$ cat src/rtl/memoria_datos_es.sv
// Data-side memory map for the processor: 8-bit RAM below IO_BASE plus an I/O bank
// (output port, synchronised input with change detect, prescaled timer, sticky status).
module memoria_datos_es #(
    parameter logic [7:0] IO_BASE   = 8'hF0,
    parameter int         PRESC_DIV = 4
) (
    input  logic       Clk,
    input  logic       Rst,
    input  logic [7:0] Direccion_Datos,
    input  logic [7:0] Salida_Datos,
    input  logic       RW,
    output logic [7:0] Datos_Entrada,
    input  logic [7:0] Puerto_Entrada,
    output logic [7:0] Puerto_Salida,
    output logic       Evento
);

    localparam int            PW   = (PRESC_DIV > 1) ? $clog2(PRESC_DIV) : 1;
    localparam logic [PW-1:0] PMAX = PW'(PRESC_DIV - 1);

    logic [7:0]    r_ram [0:IO_BASE-1];
    logic [7:0]    r_out;
    logic [7:0]    r_s1;
    logic [7:0]    r_s2;
    logic [7:0]    r_s3;
    logic [1:0]    r_stat;
    logic [7:0]    r_tcnt;
    logic [7:0]    r_trld;
    logic [7:0]    r_tctl;
    logic [PW-1:0] r_presc;

    logic       w_is_ram;
    logic [7:0] w_off;
    logic       w_wr_io;
    logic       w_wr_out;
    logic       w_wr_stat;
    logic       w_wr_tcnt;
    logic       w_wr_trld;
    logic       w_wr_tctl;
    logic       w_tick;
    logic       w_ovf;
    logic       w_chg;
    logic [1:0] w_stat_clr;

    assign w_is_ram  = (Direccion_Datos < IO_BASE);
    assign w_off     = Direccion_Datos - IO_BASE;
    assign w_wr_io   = RW && !w_is_ram;
    assign w_wr_out  = w_wr_io && (w_off == 8'd0);
    assign w_wr_stat = w_wr_io && (w_off == 8'd2);
    assign w_wr_tcnt = w_wr_io && (w_off == 8'd3);
    assign w_wr_trld = w_wr_io && (w_off == 8'd4);
    assign w_wr_tctl = w_wr_io && (w_off == 8'd5);

    // A CPU write to TCNT swallows a coincident tick, including its overflow flag.
    assign w_tick     = r_tctl[0] && (r_presc == PMAX);
    assign w_ovf      = w_tick && (r_tcnt == 8'hFF) && !w_wr_tcnt;
    assign w_chg      = (r_s2 != r_s3);
    assign w_stat_clr = w_wr_stat ? Salida_Datos[1:0] : 2'b00;

    always_ff @(posedge Clk) begin
        if (Rst) begin
            r_out   <= 8'h00;
            r_s1    <= 8'h00;
            r_s2    <= 8'h00;
            r_s3    <= 8'h00;
            r_stat  <= 2'b00;
            r_tcnt  <= 8'h00;
            r_trld  <= 8'h00;
            r_tctl  <= 8'h00;
            r_presc <= '0;
        end else begin
            r_s1 <= Puerto_Entrada;
            r_s2 <= r_s1;
            r_s3 <= r_s2;
            if (r_tctl[0]) begin
                r_presc <= (r_presc == PMAX) ? '0 : r_presc + 1'b1;
            end
            // Set events take priority over a same-cycle write-one-to-clear.
            r_stat <= (r_stat & ~w_stat_clr) | {w_ovf, w_chg};
            if (w_wr_tcnt) begin
                r_tcnt <= Salida_Datos;
            end else if (w_tick) begin
                if (r_tcnt == 8'hFF) begin
                    r_tcnt <= r_tctl[1] ? r_trld : 8'h00;
                end else begin
                    r_tcnt <= r_tcnt + 8'd1;
                end
            end
            if (w_wr_out) begin
                r_out <= Salida_Datos;
            end
            if (w_wr_trld) begin
                r_trld <= Salida_Datos;
            end
            if (w_wr_tctl) begin
                r_tctl <= Salida_Datos;
            end
        end
    end

    // RAM has no reset; a write coinciding with reset is still suppressed.
    always_ff @(posedge Clk) begin
        if (RW && w_is_ram && !Rst) begin
            r_ram[Direccion_Datos] <= Salida_Datos;
        end
    end

    always_comb begin
        Datos_Entrada = 8'h00;
        if (w_is_ram) begin
            Datos_Entrada = r_ram[Direccion_Datos];
        end else begin
            case (w_off)
                8'd0:    Datos_Entrada = r_out;
                8'd1:    Datos_Entrada = r_s2;
                8'd2:    Datos_Entrada = {6'b000000, r_stat};
                8'd3:    Datos_Entrada = r_tcnt;
                8'd4:    Datos_Entrada = r_trld;
                8'd5:    Datos_Entrada = r_tctl;
                default: Datos_Entrada = 8'h00;
            endcase
        end
    end

    assign Puerto_Salida = r_out;
    assign Evento        = (r_stat[0] & r_tctl[2]) | (r_stat[1] & r_tctl[3]);

endmodule

$ cat config.mk
export PLATFORM = sky130hd
export DESIGN_NAME = memoria_datos_es
export DESIGN_NICKNAME = d
export VERILOG_FILES = /design/src/rtl/memoria_datos_es.sv
export SDC_FILE = /design/constraint.sdc
export NUM_CORES = 2
export LEC_CHECK = 0
export ABC_AREA = 0
export CAP_MARGIN = 20
export CORE_MARGIN = 2
export CORE_UTILIZATION = 40
export CTS_CLUSTER_SIZE = 30
export DETAILED_ROUTE_END_ITERATION = 7
export PLACE_DENSITY = 0.53
export SLEW_MARGIN = 0
export SYNTH_ARGS = -nofsm -noshare
export SYNTH_HDL_FRONTEND = slang
export SYNTH_SLANG_ARGS = --single-unit
$ cat constraint.sdc
create_clock -name Clk -period 3.8 [get_ports Clk]
set_clock_uncertainty 0.2 [all_clocks]
set_input_delay 0.57 -clock Clk [delete_from_list [all_inputs] [get_ports Clk]]
set_output_delay 0.57 -clock Clk [all_outputs]
set_load 0.05 [all_outputs]
After elaboration in Yosys (flattened, before gate mapping). Memory sizes are Yosys's and may differ from the RTL's. Cells that the tools add are included.

Register bits after elaboration: 60. Memory bits (writable): 1920. Input port bits: 27. Output and inout port bits: 17. Memories: 1.

Memories: r_ram (words 240, bits a word 8, rd ports 1, clocked after Yosys merged registers in 0, wr ports 1, RTL line 21) `logic [7:0] r_ram [0:IO_BASE-1];`.

$add $sub $neg: 3. $lt $le $gt $ge: 1. Eq/ne operators: 8. Multiplexer cells: 10. Bitwise operators: 6. Reductions and logical operators: 16.

Operator list (number): 8-bit one-hot mux with 6 select lines (1); 8-bit 2-to-1 mux (5); 8-bit by 2-bit equality test with 1-bit output (second input constant) (2); 8-bit by 3-bit equality test with 1-bit output (second input constant) (2); 1-bit logical AND (11); 8-bit by 1-bit adder with 8-bit output (second input constant) (1); 8-bit by 1-bit equality test with 1-bit output (second input constant) (1); 8-bit equality test (second input constant) (1); 8-bit logical NOT (1); 8-bit less-than comparator (second input constant) (1); 8-bit inequality test (1); 8-bit subtractor (second input constant) (1); 2-bit 2-to-1 mux (2); 1-bit logical NOT (3); 2-bit by 1-bit adder with 2-bit output (second input constant) (1); 1-bit AND (2); 2-bit AND (1); 2-bit equality test (second input constant) (1); 1-bit 2-to-1 mux (2); 2-bit inverter (1); 2-bit bitwise OR (1); 2-bit nonzero test (1); 1-bit bitwise OR (1).

Logic depth before layout (Yosys ltp).
Word-level depth: 8. Gate-level depth with buffers: 12. Gate-level depth less buffers: 8.

Worst setup path after synthesis. OpenSTA, ideal clock, no wires.

Kind: input port to output port. From: input port Direccion_Datos[0]. To: output port Datos_Entrada[6]. Arrival: 3.349 ns. Data required time: 3.030 ns. Setup slack: -0.319 ns. Stages on the path: 10. Path buffers: 4. Path through: buf_4 buf_4 buf_4 buf_4 nor3_1 a22oi_1 a31oi_1 a211o_1 a21oi_1 a211oi_1.

Cells in the longest elaborated chain, start to end: 4. Elaborated cells on any way between the ends: 11.

RTL lines: start: declaration (RTL line 9) `input logic [7:0] Direccion_Datos,`; 8-bit subtractor (RTL line 46) `assign w_off = Direccion_Datos - IO_BASE;`; 8-bit by 3-bit equality test with 1-bit output (tied with other cells) (RTL line 113) `case (w_off)`; 8-bit one-hot mux with 6 select lines (RTL line 113); 8-bit 2-to-1 mux * (RTL line 110) `if (w_is_ram) begin`; end: declaration (RTL line 12) `output logic [7:0] Datos_Entrada,`.

Mark *: on every way between the ends. The rest lies on a longest branch, timed or not.

Worst setup path after layout.
From: memory r_ram[127][0]. To: output port Datos_Entrada[0].

Cells in the longest elaborated chain, start to end: 2.

RTL lines (RTL line): start: declaration (21); memory 240 x 8 bit; 8-bit 2-to-1 mux (110).

No other way between the ends.

==> reports/summary.txt <==
Status = complete, but fails checks
Failing checks = setup timing
Final WL = 222 mm
Vias in the first global route = 41.3k
CP endpoint kind = primary output
Chip height = 443 microns
Num CTS Buffers = 200
CTS root buffer = clkbuf_16
Flop pwr share = 51.6%
Largest net degree at the start of global routing = 94
H-tree levels = 4
R2r setup slk = 1.53 ns
WP data arrival = 3.53 ns
Synth area leader = edfxtp_1
Top cells by area, synth = edfxtp_1 75%, mux4_2 14%, mux2i_1 1.8%
Power per cell area = 493 nW/um^2
Clock slew at reported path FFs = 0.06 ns
CTS tree = built
Pint = 36.3 mW
Peak Freq = 233 MHz
Adder-Cell Fraction of Synth Area = 0.0324%
Clock share of power = 41.8%
Actual slew at the worst max-slew pin = 1.07 ns
Initial antenna violation count = 15
I/O Buffers = 43
YS warnings = 0
Global route total overflow = 0
Std cell rows = 161
Final period util = 113%
Sw Share = 21.9%
Netlist cell types = 55
Max Slew Vio Count = 0
Critical path launch point type = flop
Combinational share of power = 6.6%
First-pass GRT wire length = 314 mm
WHS = 0.0893 ns
Commonest non-fill, non-tap cell in the layout = edfxtp_1
CTS Buffer Depth = 3
Worst EP required = 3.03 ns
Final net count = 4,610
Sink Count = 1,980
Core box area = 192,000 sq um
Overall power = 46.5 mW
Share of cells above drive strength 1 = 35.3%
Xor/xnor share of the synthesized area = 0.102%
DR iter-0 viols = 4,736
Max VDD drop = 398 uV
Switching power = 10.2 mW
Mapped Nets = 3,836
Final Critical Period = 4.30 ns
HP Class = in2reg
Crit Path Max Fanout = 1
Io pins = 44
Post-Synth Simple-Gate Area = 3.34%
Syn-to-layout area delta = 22.0%
Final hold viol count = 0
PnR worst setup slack = -0.495 ns
Multiplexer area fraction after synthesis = 15.5%
Maxcap violations = 0
Via density = 5.68
CP Class = reg2out
Die ar. = 197,000 sq um
Post-synthesis compound-gate area fraction = 3.25%
Post-synth top area share = 74.6%
Fin util = 49.1%
Largest family of logic cells by synthesized area = multiplexers
DR WL/cell = 30.5 microns
Post-synth EDFFs = 1,920
Worst skew pair latency = 0.84 ns
GPL Wtd Cong = 0.858
Total number of vias = 41.3k
Slew Limit Headroom = 28.6%
Number of synthesized register bits = 1,980
Async SR Flop Fraction = 0%
Initial Util = 40.2%
Top FF cell, synth = edfxtp_1
Seq/Total Area, Yosys = 76.2%
Mapped cell area = 77,300 sq um
Most frequent cells in the layout = 1,920 x edfxtp_1, 623 x buf_4, 464 x mux4_2
Global Route Usage Sum = 22.4%
ANT nets after route = 0
Leakage = 30.9 nW
Remaining DRCs = 0
Setup Slack @ Placement = -1.30 ns
Syn_area_per_cell = 20.3 sq um
Area of the multi-input gates = 18,000 sq um
FF/Latch Area = 58,900 sq um
Total iterations of the first detailed-routing run = 6
# fillers = 16.0k
Setup violators final = 8
DP Wirelength = 146 mm
Synth Instances = 3,807
Finished Cell Area = 94,300 sq um
Width of the die = 443 microns
Post-DP Area = 86,100 sq um
RSZ-0062 raised after global routing = true
## Yosys cell counts, types with 21 or more instances
library cell  instances
nand3_1              65
nand2_1             129
a21oi_1              95
mux2i_1             137
buf_4                35
a221oi_1             26
a22o_1               22
a211oi_1             21
buf_1                27
edfxtp_1           1920
clkbuf_1            103
dfxtp_1              60
nor2_1              294
o21ai_0              36
a22oi_1              91
nor2b_1              42
buf_2                45
mux4_2              464
## area by class of cell
class | instances | share of cell area [%]
sequential | 1980 | 62.4
multi-input combinational | 1593 | 19.1
timing repair buffer | 800 | 8.25
clock buffer | 254 | 5.60
tap | 2526 | 3.35
clock inverter | 118 | 1.21
inverter | 6 | 0.0239
antenna | 2 | 0.00531
## power groups by stage
stage,Combinational (mW),Sequential [mW],Clock [mW]
final,3.06,24.0,19.5
after global routing,3.20,24.0,20.6
after CTS,3.02,24.0,19.8
after detailed placement,2.83,24.4,0
after global placement,2.82,24.4,0
after floorplan,1.23,24.4,0
## metrics by stage
stage	instances	setup TNS, ns
after global placement	6835	-8.35
after CTS	7241	-2.93
after detailed placement	6835	-6.96
after global routing	7279	-2.90
after floorplan	3807	0
final	7279	-2.40
## final timing paths
| kind | startpoint | end | depth (start not counted) |
|---|---|---|---|
| min reg2reg | r_s1[1] | r_s2[1] | 1 |
| min | Salida_Datos[6] | Puerto_Salida[6] | 3 |
| max reg2reg | r_tcnt[0] | r_tcnt[1] | 8 |
| max | r_ram[127][0] | Datos_Entrada[0] | 8 |
## logic make-up (layout without fill, tap and decap cells)
logic type                 after synthesis  after routing
buffers and inverters                  234           1178
xor gates and xnor gates                 9              9
muxes                                  618            618
and+or+nand+nor                        595            595
adders and majority gates                2              2
AOI/OAI and AO/OA                      369            369
DFF                                   1980           1980
other                                    0              2
## layer usage
metal / share of wire, % / wire [microns] / track usage [%]
met1: 43 / 95600 / 32.4
met2: 47 / 105000 / 35.1
met3: 7.6 / 16900 / 4.61
met4: 2.3 / 5220 / 5.38
met5: 0 / 0 / 0
## registers in the layout, summed over array words and instances, names as in the netlist
signal / count
r_ram: 1920
r_s1: 8
r_stat: 2
r_tcnt: 8
r_tctl: 8
r_presc: 2
r_s3: 8
r_trld: 8
Puerto_Salida: 8
r_s2: 8
## worst max-delay path, stage by stage, from the launching register on
cell and delay (ns):
edfxtp_1 0.35, mux4_2 0.52, mux4_2 0.56, a22oi_2 0.38, o21ai_4 0.14, a211oi_2 0.25, buf_4 0.18, o221ai_4 0.13
buf_6 0.18
## repair_timing
item                                   CTS  global route
hold buffers                             1             0
endpoints found under the hold margin    1             0
setup endpoints to repair                8             8
gates resized for setup                167            48
cloned                                   5             2
pin swaps                               39            31
setup buffers                           33            39
Power figures use the tool's default switching activity.
